--- config.mk ---
export PLATFORM = sky130hd
export DESIGN_NAME = tc_sample_sequencer
export DESIGN_NICKNAME = d
export VERILOG_FILES = /design/src/rtl/tc_sample_sequencer_pkg.sv /design/src/rtl/tc_sample_sequencer_tick_gen.sv /design/src/rtl/tc_sample_sequencer.sv
export SDC_FILE = /design/constraint.sdc
export NUM_CORES = 1
export LEC_CHECK = 0
export BUFFER_PORTS_ARGS = -buffer_cell sky130_fd_sc_hd__buf_2
export CAP_MARGIN = 5
export CORE_ASPECT_RATIO = 1.1
export CORE_UTILIZATION = 32
export DETAILED_ROUTE_END_ITERATION = 10
export SLEW_MARGIN = 25
export SYNTH_ARGS = -nofsm -noshare
export SYNTH_HDL_FRONTEND = slang
export SYNTH_HIERARCHICAL = 1
export SYNTH_SLANG_ARGS = --single-unit
export TNS_END_PERCENT = 1
--- constraint.sdc ---
create_clock -name clk -period 3.15 [get_ports clk]
set_input_delay 0.63 -clock clk [delete_from_list [all_inputs] [get_ports clk]]
set_output_delay 0.63 -clock clk [all_outputs]
set_load 0.05 [all_outputs]
--- src/rtl/tc_sample_sequencer_pkg.sv ---
// Shared definitions for the thermocouple sample path: MAX6675 frame layout,
// tagged sample-word layout and sequencer state encodings.
package tc_sample_sequencer_pkg;

    localparam int DUMMY_BIT   = 15;
    localparam int TEMP_MSB    = 14;
    localparam int TEMP_LSB    = 3;
    localparam int OPEN_TC_BIT = 2;

    localparam int WORD_FAULT_BIT = 15;
    localparam int WORD_SEQ_MSB   = 14;
    localparam int WORD_SEQ_LSB   = 12;
    localparam int WORD_TEMP_MSB  = 11;
    localparam int WORD_TEMP_LSB  = 0;

    typedef enum logic [2:0] {
        ST_IDLE      = 3'd0,
        ST_WAIT_TICK = 3'd1,
        ST_START     = 3'd2,
        ST_WAIT_ACK  = 3'd3,
        ST_WAIT_DONE = 3'd4,
        ST_PUSH      = 3'd5
    } seq_state_t;

    // A frame is faulty if the thermocouple is open or the dummy bit is not zero.
    function automatic logic [15:0] make_sample_word(input logic [15:0] raw, input logic [2:0] seq);
        logic [15:0] word;
        word = '0;
        word[WORD_FAULT_BIT]              = raw[OPEN_TC_BIT] | raw[DUMMY_BIT];
        word[WORD_SEQ_MSB:WORD_SEQ_LSB]   = seq;
        word[WORD_TEMP_MSB:WORD_TEMP_LSB] = raw[TEMP_MSB:TEMP_LSB];
        return word;
    endfunction

endpackage

--- src/rtl/tc_sample_sequencer_tick_gen.sv ---
// Sample pacing counter: runs only while enabled and flags the last cycle of
// each period.
module tc_sample_sequencer_tick_gen #(
    parameter int PERIOD_CYCLES = 25_000_000
) (
    input  logic clk,
    input  logic rst,
    input  logic enable,
    output logic tick
);

    localparam int CNT_W = (PERIOD_CYCLES > 1) ? $clog2(PERIOD_CYCLES) : 1;
    localparam logic [CNT_W-1:0] LAST = CNT_W'(PERIOD_CYCLES - 1);

    logic [CNT_W-1:0] count;

    always_ff @(posedge clk or posedge rst) begin
        if (rst) begin
            count <= '0;
        end else if (!enable || count == LAST) begin
            count <= '0;
        end else begin
            count <= count + CNT_W'(1);
        end
    end

    assign tick = enable && (count == LAST);

endmodule

--- src/rtl/tc_sample_sequencer.sv ---
// Paces MAX6675 reads through spi_master, tags each frame with a fault bit and
// a rolling sequence number, and pushes it into the logger FIFO.
module tc_sample_sequencer
    import tc_sample_sequencer_pkg::*;
#(
    parameter int PERIOD_CYCLES = 25_000_000,
    parameter int ACK_TIMEOUT   = 16,
    parameter int DROP_W        = 8
) (
    input  logic              clk,
    input  logic              rst,
    input  logic              enable,
    output logic              spi_start,
    input  logic              spi_busy,
    input  logic [15:0]       spi_dout,
    output logic              fifo_wr_en,
    output logic [15:0]       fifo_din,
    input  logic              fifo_full,
    output logic              tc_fault,
    output logic [DROP_W-1:0] drop_count,
    output logic              active
);

    localparam int ACK_W = (ACK_TIMEOUT > 1) ? $clog2(ACK_TIMEOUT + 1) : 1;
    localparam logic [ACK_W-1:0]  ACK_LAST = ACK_W'(ACK_TIMEOUT - 1);
    localparam logic [DROP_W-1:0] DROP_MAX = '1;

    seq_state_t       state;
    logic             tick;
    logic             pending;
    logic [2:0]       seq;
    logic [15:0]      raw_frame;
    logic [ACK_W-1:0] ack_cnt;
    logic [15:0]      push_word;
    logic             overrun;
    logic             ack_expired;
    logic             full_drop;
    logic             drop_evt;
    logic             unused_raw_bits;

    tc_sample_sequencer_tick_gen #(
        .PERIOD_CYCLES(PERIOD_CYCLES)
    ) u_tick_gen (
        .clk   (clk),
        .rst   (rst),
        .enable(enable),
        .tick  (tick)
    );

    assign push_word       = make_sample_word(raw_frame, seq);
    assign unused_raw_bits = ^raw_frame[1:0];

    // A tick landing on START belongs to the next sample, so it is not an overrun.
    assign overrun     = tick && pending && (state != ST_START);
    assign ack_expired = (state == ST_WAIT_ACK) && !spi_busy && (ack_cnt == ACK_LAST);
    assign full_drop   = (state == ST_PUSH) && fifo_full;
    assign drop_evt    = overrun || ack_expired || full_drop;

    always_ff @(posedge clk or posedge rst) begin
        if (rst) begin
            pending <= 1'b0;
        end else if (!enable) begin
            pending <= 1'b0;
        end else if (tick) begin
            pending <= 1'b1;
        end else if (state == ST_START) begin
            pending <= 1'b0;
        end
    end

    always_ff @(posedge clk or posedge rst) begin
        if (rst) begin
            drop_count <= '0;
        end else if (drop_evt && drop_count != DROP_MAX) begin
            drop_count <= drop_count + DROP_W'(1);
        end
    end

    always_ff @(posedge clk or posedge rst) begin
        if (rst) begin
            state      <= ST_IDLE;
            spi_start  <= 1'b0;
            fifo_wr_en <= 1'b0;
            fifo_din   <= '0;
            tc_fault   <= 1'b0;
            active     <= 1'b0;
            seq        <= '0;
            raw_frame  <= '0;
            ack_cnt    <= '0;
        end else begin
            spi_start  <= 1'b0;
            fifo_wr_en <= 1'b0;
            case (state)
                ST_IDLE: begin
                    if (enable) begin
                        state  <= ST_WAIT_TICK;
                        active <= 1'b1;
                    end
                end
                ST_WAIT_TICK: begin
                    if (!enable) begin
                        state  <= ST_IDLE;
                        active <= 1'b0;
                    end else if (pending) begin
                        state     <= ST_START;
                        spi_start <= 1'b1;
                    end
                end
                ST_START: begin
                    ack_cnt <= '0;
                    state   <= ST_WAIT_ACK;
                end
                ST_WAIT_ACK: begin
                    if (spi_busy) begin
                        state <= ST_WAIT_DONE;
                    end else if (ack_cnt == ACK_LAST) begin
                        state <= ST_WAIT_TICK;
                    end else begin
                        ack_cnt <= ack_cnt + ACK_W'(1);
                    end
                end
                ST_WAIT_DONE: begin
                    if (!spi_busy) begin
                        raw_frame <= spi_dout;
                        state     <= ST_PUSH;
                    end
                end
                // Fault status follows every decoded frame, even one the FIFO cannot take.
                ST_PUSH: begin
                    fifo_din <= push_word;
                    tc_fault <= push_word[WORD_FAULT_BIT];
                    if (!fifo_full) begin
                        fifo_wr_en <= 1'b1;
                        seq        <= seq + 3'd1;
                    end
                    if (enable) begin
                        state <= ST_WAIT_TICK;
                    end else begin
                        state  <= ST_IDLE;
                        active <= 1'b0;
                    end
                end
                default: begin
                    state  <= ST_IDLE;
                    active <= 1'b0;
                end
            endcase
        end
    end

endmodule

==> metrics.sh, run 1 <==
SYNTH_NETS=333
CP_DATA_REQUIRED_TIME_NS=3.36
SYNTH-SIMPLE-AREA-SHARE=0.175
CTS-ROOT-BUF='clkbuf_16'
ASYNCSETRESETFLOPFRACSYNTH=1.00
POWER_DENSITY_nW_PER_UM2=639
ANTENNA-DIODE-COUNT=0
SYNTH_SEQUENTIAL_AREA_RATIO=0.552
WORST_SLEW_PIN_SLEW_NS=0.534
SYN2LAYOUT_AREA_GROWTH_PCT=19.2
CRITICAL_PATH_BUF_INV_COUNT=0
TOTALNEGATIVESETUPSLACK_NS=0
PATH_MAX_FANOUT=6
POST_CTS_BUFFERS=0
DRT-PASS1-ITER-COUNT=6
CLOCK_TREE_FROM_TRITONCTS='built'
ORIGIN_OF_THE_WORST_SETUP_PATH='u_tick_gen/count[0]'
LARGEST_NET_DEGREE_AT_THE_START_OF_GLOBAL_ROUTING=27
SYNTH_ADDER_AREA_SHARE=0.0177
FP.DIEAREA_SQ_UM=11500
YOSYS.AREA.TOP_TYPE='dfrtp_1'
DIE-WIDTH_UM=102
FINAL.FILL_COUNT=1057
GLOBALPLACE.CONGESTION=0.807
POST_SYNTH.CELL_AREA_AVG_SQ_UM=11.5
FLOORPLAN.INITIALDENSITY=0.334
GRT_FIRST_PASS_WIRELENGTH_UM=11500
REG2REG_START='u_tick_gen/count[0]'
ACHIEVABLE-FREQUENCY_MHz=368
POSTSYNTHREGISTERBITS=78
FINALWORSTPATHREQUIREDPERIOD_NS=2.72
CTS_RESIZED=0
CTS.SINKS=78
CLK-INSERTION-DELAY-LATE_NS=0.33
INITIAL_ANTENNA_VIOLATION_COUNT=0
GRT_PASS1_VIAS=2439
AREA_SHARE_OF_THE_LARGEST_CELL_TYPE_AFTER_SYNTHESIS=0.552
IRDROPWORSTVDD_mV=0.262
CRITPATHSLOWESTCELL='nor4_1'
ROUTE.FINAL.WIRE_LENGTH_UM=6640
MULTI_INPUT_AREA_SQ_UM=1500
CLASS_OF_THE_TIGHTEST_HOLD_OR_REMOVAL_CHECK='in2async'
FF_LATCH_AREA_SQ_UM=1950
TIMING.CRITICAL_PATH.CELLS='ha_1, and3_1, nand3_1, nor4_1, nand2_1, o21ai_0, a21o_1, and2_4, mux2_1'
ANT_NETS=0
FINAL_LAYOUT_SIZE_SUFFIX_GT1_FRAC=0.309
REPORT.FINAL.SLEW_VIOL_COUNT=0
CTS.PATH.MAX_BUFFERS=2
POST-ROUTE-PERIOD-UTIL=0.863
PIN_COUNT=49
GRT_REMAINING_OVERFLOW=0
POST_SYNTH_MUX_AREA_SHARE=0.102
PLACE.PORT_BUFFERS=46
OUTCOME='completed'
POSTCTSHOLDBUFS=0
SETUP.WORST_PATH.CLASS='reg2reg'
SYNTH-COMPOUND-AREA-SHARE=0.0739
SYNTHCELLS=307
PLACEMENTROWS=39
ROUTE.DETAILED.DRC=0
SETUP_REPAIR_AFTER_GLOBAL_ROUTING_MISSED_ITS_MARGIN='no'
CTS_HTREE_LEVELS=3
TIMING.CRITICAL_PATH.MAX_DELAY_FAMILY='simple AND/OR/NAND/NOR gates'
GLOBALROUTETOTALUTIL=0.127
TOTAL_LEAKAGE_POWER_nW=1.90
CLK_TRANSITION_REPORTED_PATHS_NS=0.06
LAYOUT.NETS=384
DRT-WIRELENGTH-PER-CELL_UM=13.1
TIMING.CRITICAL_PATH.ARRIVAL_NS=2.93
FINCLKSKEW_NS=0.00447
DIEHEIGHT_UM=112
SYNTH_EDF_COUNT=0
POWER_mW=2.69
FINAL-HOLD-VIOLATION-COUNT=0
RELSLEWSLACK=0.643
DOMINANT_COMBINATIONAL_CELL_FAMILY_BY_AREA_AFTER_SYNTHESIS='simple AND/OR/NAND/NOR gates'
MAX_CAP_VIOLATIONS=0
AVGVIACOUNTPERCELL=4.90
WORST_SETUP_PATH_START_KIND='flop'
WORST_PATH_MAX_STAGE_DELAY_NS=0.45
NETLIST_TOP_CELLS_AREA='dfrtp_1, mux2_2, xor2_1'
SYNTH-XOR-AREA-SHARE=0.0545
FIRST_ITER_VIOLATIONS=54
MOST_NUMEROUS_CELL_TYPES_IN_THE_SYNTHESIZED_NETLIST='dfrtp_1, mux2_2, nor2_1'
YOSYSWARNINGCOUNT=6
CTS-BUFFERS-INSERTED=9
SETUP_VIOL=0
DETAILED_PLACE_HPWL_UM=4690
DISTINCT_CELL_TYPE_COUNT_AFTER_SYNTHESIS=46
COREAREA_SQ_UM=10600
SYNTHFLOPTYPE='dfrtp_1'
NUMBER_OF_VIAS_AFTER_DETAILED_ROUTING=2474
SYNTH.MOST_COMMON_CELL='dfrtp_1'
MAPPEDNETLISTAREA_SQ_UM=3540
CRITPATHCAPTURETYPE='flop'
[per-stage QoR]
step | setup WS, ns | instance area, sq um | hold WS, ns | cells | util
final | 0.430 | 4220 | 0.363 | 505 | 0.398
after floorplan | 0.697 | 3540 | 0.441 | 307 | -
after CTS | 0.429 | 4220 | 0.374 | 505 | 0.398
after global routing | 0.197 | 4220 | 0.413 | 505 | 0.398
after detailed placement | 0.443 | 3930 | 0.472 | 490 | 0.371
after global placement | 0.471 | 3930 | 0.460 | 490 | 0.371
[worst paths after layout]
check	endpoint	slack [ns]	cells after the start
worst min register to register	seq[2]	0.47	1
worst max-delay path	drop_count[1]	0.43	9
min in group clk	seq[2]	0.47	1
max in group asynchronous	raw_frame[12]	2.14	3
worst min-delay path	u_tick_gen/count[23]	0.36	2
worst max register to register	drop_count[1]	0.43	9
[worst register-to-register path: cells and delay by family (launching register included)]
| family | cells | cell delay, ns |
|---|---|---|
| adder cells (fa/ha/maj) | 1 | 0.20 |
| multiplexers | 1 | 0.32 |
| flip-flops | 1 | 0.40 |
| AND/OR/NAND/NOR | 5 | 1.31 |
| AO/OA/AOI/OAI | 2 | 0.38 |
[layout by cell type, fill, tap and decap left out, drive strengths merged, types with 2 or more instances in the layout]
master    count
xnor2         6
nand2b        3
dfrtp        78
mux2         32
clkinvlp      2
nor4          4
nand2        19
o31ai         4
nor3          8
nand3b        3
and3          6
clkbuf        9
and4          2
clkinv        3
nand3        10
inv           9
nand4        12
xor2         16
or3           8
buf          51
ha            5
or4           4
or3b          2
nor2b         2
nor2         23
a21oi        14
a21o          2
a31oi         3
o21ai        11
[registers in the layout, summed over array words and instances (netlist names)]
register and flops:
ack_cnt 5, state 3, seq 3, spi_start 1, pending 1, drop_count 8
active 1, raw_frame 14, u_tick_gen/count 25, fifo_din 16, fifo_wr_en 1
[cell families after synthesis]
logic type | Yosys count
DFF | 78
muxes | 32
AOI/OAI and AO/OA | 40
buffers and inverters | 20
xor gates and xnor gates | 22
and+or+nand+nor | 110
adders and majority gates | 5
[per-layer routing]
metal | wire length, um | track usage | up-vias
met1 | 3030 | 0.154 | 1219
met3 | 344 | 0.0467 | 5
met5 | 0 | 0 | -
met2 | 3210 | 0.209 | 49
met4 | 56 | 0.0410 | 0
li1 | - | - | 1201
[layout make-up]
| class | count | share of cell area |
|---|---|---|
| Inverter | 9 | 0.00801 |
| Sequential cell | 78 | 0.463 |
| Clock buffer | 9 | 0.0534 |
| Timing Repair Buffer | 51 | 0.0635 |
| Clock inverter | 6 | 0.0151 |
| Multi-Input combinational cell | 209 | 0.355 |
| Tap cell | 143 | 0.0424 |
[power breakdown]
part | internal [mW] | leakage, nW | switching [mW]
logic | 0.147 | 0.746 | 0.359
clock network | 0.607 | 0.137 | 0.388
registers | 1.12 | 1.02 | 0.0728
total | 1.87 | 1.90 | 0.820
Power figures use the tool's default switching activity.
==> run 2, diff against run 1 <==
--- a/config.mk
+++ b/config.mk
@@ -9,6 +9,7 @@
 export CAP_MARGIN = 5
 export CORE_ASPECT_RATIO = 1.1
 export CORE_UTILIZATION = 32
+export CTS_BUF_LIST = sky130_fd_sc_hd__clkbuf_8
 export DETAILED_ROUTE_END_ITERATION = 10
 export SLEW_MARGIN = 25
 export SYNTH_ARGS = -nofsm -noshare
==> constraint.sdc (replaced) <==
create_clock -name clk -period 2.2 [get_ports clk]
set_input_delay 0.44 -clock clk [delete_from_list [all_inputs] [get_ports clk]]
set_output_delay 0.44 -clock clk [all_outputs]
set_load 0.05 [all_outputs]
==> metrics.sh, run 2 (synthesis gave the netlist of run 1 again) <==
POST-ROUTE-PERIOD-UTIL=0.972
CTS-BUFFERS-INSERTED=9
POWER_mW=3.55
LARGEST_NET_DEGREE_AT_THE_START_OF_GLOBAL_ROUTING=27
LAYOUT.CELLS.MOST_COMMON_LIST='dfrtp_1, buf_2, buf_4, mux2_2, nor2_1'
TIMING.CRITICAL_PATH.ARRIVAL_NS=2.37
LAYOUT_TOP_REGISTERS='u_tick_gen/count x25, fifo_din x16, raw_frame x14'
SETUP_VIOL=0
POWER_DENSITY_nW_PER_UM2=800
FINAL_LAYOUT_SIZE_SUFFIX_GT1_FRAC=0.383
ANTENNA-DIODE-COUNT=0
RELSLEWSLACK=0.733
LARGEST_REG_FLOPS=25
GLOBALPLACE.CONGESTION=0.731
DRT-PASS1-ITER-COUNT=4
TOTAL_LEAKAGE_POWER_nW=2.06
FLOORPLAN.INITIALDENSITY=0.334
FINAL.FILL_COUNT=1059
REGMOSTFLOPS='u_tick_gen/count'
IRDROPWORSTVDD_mV=0.442
CLK_TRANSITION_REPORTED_PATHS_NS=0.09
LAYOUT.NETS=413
FINAL.SETUP.WORST_SLACK_NS=0.0616
CTS.PATH.MAX_BUFFERS=2
DRT-WIRELENGTH-PER-CELL_UM=13.1
PATH_MAX_FANOUT=4
POST-ROUTE-UTIL=0.419
FIRST_ITER_VIOLATIONS=48
ROUTE.DETAILED.DRC=0
MOST_FREQUENT_STANDARD_CELL_IN_THE_LAYOUT_EXCLUDING_FILL_AND_TAP_CELLS='dfrtp_1'
AVGVIACOUNTPERCELL=4.90
CP_DATA_REQUIRED_TIME_NS=2.44
NUMBER_OF_VIAS_AFTER_DETAILED_ROUTING=2623
DIEHEIGHT_UM=112
MAX_CAP_VIOLATIONS=0
GRT_REMAINING_OVERFLOW=0
CLOCK_TREE_FROM_TRITONCTS='built'
CLK-INSERTION-DELAY-LATE_NS=0.35
SETUP.WORST_PATH.CLASS='reg2reg'
GRT_PASS1_VIAS=2532
CRITPATHCAPTURETYPE='flop'
POSTCTSHOLDBUFS=0
COREAREA_SQ_UM=10600
CTS_HTREE_LEVELS=3
PLACE.PORT_BUFFERS=46
PIN_COUNT=49
OUTCOME='completed'
REPORT.FINAL.SLEW_VIOL_COUNT=0
WORST_SETUP_PATH_START_KIND='flop'
FINCLKSKEW_NS=0.0130
WORST_SLEW_PIN_SLEW_NS=0.394
PLACEMENTROWS=39
CTS-ROOT-BUF='clkbuf_8'
DETAILEDPLACE.WORSTSLACK_NS=-0.0523
SETUP_REPAIR_AFTER_GLOBAL_ROUTING_MISSED_ITS_MARGIN='yes'
INITIAL_ANTENNA_VIOLATION_COUNT=0
FINALWORSTPATHREQUIREDPERIOD_NS=2.14
DIE-WIDTH_UM=102
CLASS_OF_THE_TIGHTEST_HOLD_OR_REMOVAL_CHECK='in2async'
DETAILED_PLACE_HPWL_UM=4990
GRT_FIRST_PASS_WIRELENGTH_UM=11600
CTS.SINKS=78
ACHIEVABLE-FREQUENCY_MHz=468
FINAL-HOLD-VIOLATION-COUNT=0
FP.DIEAREA_SQ_UM=11500
GLOBALROUTETOTALUTIL=0.129
ROUTE.FINAL.WIRE_LENGTH_UM=7000
ANT_NETS=0
SYN2LAYOUT_AREA_GROWTH_PCT=25.6
## run 2: cell count changes in the layout (fill, tap and decap cells not counted), sizes merged
cell and delta:
inv +3, clkinv -2, buf +29
## run 2: critical path: stages (launching register included)
cell and delay, ns:
dfrtp_1 0.39, ha_2 0.20, and3_4 0.21, nand3_4 0.09, nor4_4 0.32, nand2_2 0.13, o32ai_4 0.13, a21o_1 0.14
and2_4 0.15, mux2_4 0.29
## run 2: cell type report
class                      instances  area [sq um]  area share
tap                              143           179      0.0403
sequential                        78          1950       0.439
clock buffer                       9           124      0.0279
clock inverter                     7          80.1      0.0180
timing repair buffer              80           498       0.112
multi-input combinational        209          1580       0.355
inverter                           9          33.8     0.00761
## run 2: metrics by stage
stage          cells  cell area [sq um]  hold WS [ns]  setup TNS [ns]
3_5_place_dp     518               4190         0.453         -0.0603
6_report         535               4440        0.0594               0
2_1_floorplan    307               3590         0.441         -0.0317
3_3_place_gp     518               4190         0.445               0
4_1_cts          535               4420        0.0610               0
5_1_grt          535               4440        0.0659          -0.157
## run 2: where the power goes
| group | internal (mW) | total (mW) | switching (mW) |
|---|---|---|---|
| clock | 0.538 | 1.10 | 0.567 |
| combinational | 0.224 | 0.748 | 0.524 |
| sequential | 1.60 | 1.70 | 0.101 |
| total | 2.36 | 3.55 | 1.19 |
## run 2: metal layers
| layer | part of all wire | GRT usage | up-vias |
|---|---|---|---|
| li1 | - | - | 1261 |
| met1 | 0.44 | 0.161 | 1294 |
| met2 | 0.50 | 0.210 | 56 |
| met3 | 0.039 | 0.0336 | 12 |
| met4 | 0.016 | 0.0495 | 0 |
| met5 | 0 | 0 | - |
## run 2: path summary, 6_finish.rpt
check                                          from  depth (start not counted)  slack, ns            end
max in group asynchronous                       rst                          3       1.63  raw_frame[15]
worst min-delay path                            rst                          2       0.06   fifo_din[12]
min in group clk                        spi_dout[4]                          2       0.31   raw_frame[4]
worst max-delay path            u_tick_gen/count[1]                          9       0.06  drop_count[1]
worst max register to register  u_tick_gen/count[1]                          9       0.06  drop_count[1]
worst min register to register               seq[2]                          1       0.50         seq[2]
## run 2: what timing repair did
action | 4_1_cts | 5_1_grt
gates resized for setup | 2 | 4
buffers inserted | 1 | 0
endpoints found under the setup margin | 5 | 8
cloned | 0 | 0
pin swaps | 1 | 1
==> run 3, diff against run 2 <==
--- a/config.mk
+++ b/config.mk
@@ -11,6 +11,7 @@
 export CORE_UTILIZATION = 32
 export CTS_BUF_LIST = sky130_fd_sc_hd__clkbuf_8
 export DETAILED_ROUTE_END_ITERATION = 10
+export GPL_TIMING_DRIVEN = 0
 export SLEW_MARGIN = 25
 export SYNTH_ARGS = -nofsm -noshare
 export SYNTH_HDL_FRONTEND = slang
==> metrics.sh, run 3 (synthesis gave the netlist of run 1 again) <==
OUTCOME='completed'
POST-ROUTE-PERIOD-UTIL=0.988
CTS.PATH.MAX_BUFFERS=2
POST-ROUTE-UTIL=0.414
CLOCK_TREE_FROM_TRITONCTS='built'
FIRST_ITER_VIOLATIONS=111
AVGVIACOUNTPERCELL=4.87
POSTCTSHOLDBUFS=0
FINAL.HOLD.WORST_SLACK_NS=0.170
GLOBALROUTETOTALUTIL=0.129
COREAREA_SQ_UM=10600
SWITCHING_POWER_SHARE_OF_THE_TOTAL=0.324
PATH_MAX_FANOUT=6
PLACEMENTROWS=39
FINCLKSKEW_NS=0.00926
LARGEST_REG_FLOPS=25
PLACE.PORT_BUFFERS=46
CP_DATA_REQUIRED_TIME_NS=2.43
TIMING.RR.END='drop_count[1]'
TOTAL_LEAKAGE_POWER_nW=2.00
DIEHEIGHT_UM=112
ROUTED-WL-MET3_UM=276
RELSLEWSLACK=0.569
DIE-WIDTH_UM=102
ROUTE.FINAL.WIRE_LENGTH_UM=6950
SYN2LAYOUT_AREA_GROWTH_PCT=23.9
COMB_POWER_SHARE=0.214
WORST_SLEW_PIN_SLEW_NS=0.647
ROUTE.DETAILED.DRC=0
CTS-ROOT-BUF='clkbuf_8'
DRT-PASS1-ITER-COUNT=6
LAYOUT_TOP_REGISTERS='u_tick_gen/count x25, fifo_din x16, raw_frame x14'
REGMOSTFLOPS='u_tick_gen/count'
FINAL-HOLD-VIOLATION-COUNT=0
SETUP_VIOL=0
SHARE_CLK_OF_TOTAL_POWER=0.302
CLK_TRANSITION_REPORTED_PATHS_NS=0.08
PIN_COUNT=49
REG2REG_START='u_tick_gen/count[8]'
FP.DIEAREA_SQ_UM=11500
REGTOREGSETUPSLACK_NS=0.03
ANT_NETS=0
SETUP_REPAIR_AFTER_GLOBAL_ROUTING_MISSED_ITS_MARGIN='yes'
ROUTEDLENGTHMET1_UM=3290
HIGHEST_LAYER='met4'
MET2ROUTEDLENGTH_UM=3300
LAYOUT.NETS=411
WORST_SETUP_PATH_START_KIND='flop'
CTS-BUFFERS-INSERTED=9
GRT_REMAINING_OVERFLOW=0
CTS_HTREE_LEVELS=3
POST-PLACE-CELLS=496
GRT_FIRST_PASS_WIRELENGTH_UM=11700
POWER.INTERNAL_mW=2.38
REG2REGPATHDEPTH=8
TIMING.CRITICAL_PATH.ARRIVAL_NS=2.41
REPORT.FINAL.SLEW_VIOL_COUNT=0
POWER_DENSITY_nW_PER_UM2=802
CLASS_OF_THE_TIGHTEST_HOLD_OR_REMOVAL_CHECK='in2async'
SETUP.WORST_PATH.CLASS='reg2reg'
INSTANCES_NO_FILL=532
LARGEST_NET_DEGREE_AT_THE_START_OF_GLOBAL_ROUTING=54
MOST_FREQUENT_STANDARD_CELL_IN_THE_LAYOUT_EXCLUDING_FILL_AND_TAP_CELLS='dfrtp_1'
ANTENNA-DIODE-COUNT=0
IRDROPWORSTVDD_mV=0.394
SEQUENTIALPOWERSHARE=0.484
DETAILED_PLACE_HPWL_UM=4810
INITIAL_ANTENNA_VIOLATION_COUNT=0
GRT_PASS1_VIAS=2516
FINALWORSTPATHREQUIREDPERIOD_NS=2.17
CLK-INSERTION-DELAY-LATE_NS=0.34
LAYOUT.CELLS.MOST_COMMON_LIST='dfrtp_1, buf_2, mux2_2, buf_4, nor2_1'
FLOORPLAN.INITIALDENSITY=0.334
CTS.SINKS=78
GLOBALPLACE.CONGESTION=0.747
SWITCHING_PWR_mW=1.14
MAX_CAP_VIOLATIONS=0
DRT-WIRELENGTH-PER-CELL_UM=13.1
ACHIEVABLE-FREQUENCY_MHz=460
NUMBER_OF_VIAS_AFTER_DETAILED_ROUTING=2593
CRITPATHCAPTURETYPE='flop'
FINAL_LAYOUT_SIZE_SUFFIX_GT1_FRAC=0.383
==> run 3: cell count changes in the layout (fill, tap and decap cells not counted), moves of 2 or more <==
cell and change:
buf_4 -9, buf_2 +6, inv_6 -3, nor3_2 +3, clkbuf_1 +2, dfrtp_1 -2, dfrtp_2 +2, nor3_4 -2
==> run 3: power by group through the flow <==
| stage | registers [mW] | logic [mW] | clock network, mW |
|---|---|---|---|
| floorplan | 2.05 | 0.242 | 0 |
| global placement | 1.72 | 0.741 | 0 |
| detailed placement | 1.73 | 0.750 | 0 |
| CTS | 1.70 | 0.756 | 1.11 |
| global route | 1.73 | 0.811 | 1.16 |
| finish | 1.70 | 0.750 | 1.06 |
==> run 3: worst max path at each step <==
stage	cells past startpoint	start	slack, ns	endpoint
after global placement	2	rst	-0.20	ack_cnt[2]
after global routing	8	u_tick_gen/count[17]	-0.13	drop_count[1]
after detailed placement	10	u_tick_gen/count[0]	-0.23	drop_count[1]
after floorplan	10	u_tick_gen/count[0]	-0.03	drop_count[1]
after CTS	8	u_tick_gen/count[12]	-0.05	drop_count[1]
final	8	u_tick_gen/count[8]	0.03	drop_count[1]
==> run 3: final cells by class <==
type | count | area [sq um]
multi-input cells | 209 | 1570
well taps | 143 | 179
clock buffers | 10 | 138
inverters | 9 | 36.3
clock inverters | 5 | 60.1
flip-flops and latches | 78 | 1950
plain buffers | 10 | 52.6
repair buffers | 68 | 395
fillers | 1018 | 6210
==> run 3: timing repair <==
| action | 4_1_cts | 5_1_grt |
|---|---|---|
| cloned | 0 | 0 |
| setup buffers | 11 | 11 |
| pin swaps | 6 | 7 |
| gates resized for setup | 3 | 4 |
| endpoints found under the setup margin | 7 | 8 |
==> run 3: critical path: stages, from the launching register on <==
cell	delay (ns)
dfrtp_1	0.46
nor4_2	0.24
nand4b_1	0.21
nor4_4	0.29
nand2_2	0.13
o32ai_4	0.16
a21o_1	0.14
and2_4	0.15
mux2_4	0.29
==> run 3: per-layer routing <==
layer,GRT usage,vias up
met5,0,-
met3,0.0330,6
li1,-,1259
met1,0.163,1275
met4,0.0486,0
met2,0.211,53
==> run 3: through the flow <==
step	area, sq um	power, mW	worst slack, ns	TNS [ns]
2_1_floorplan	3590	2.30	-0.0317	-0.0317
3_3_place_gp	4000	2.46	-0.201	-10.74
3_5_place_dp	4000	2.48	-0.226	-0.495
4_1_cts	4300	3.57	-0.0523	-0.0533
5_1_grt	4380	3.70	-0.128	-0.434
6_report	4380	3.52	0.0274	0
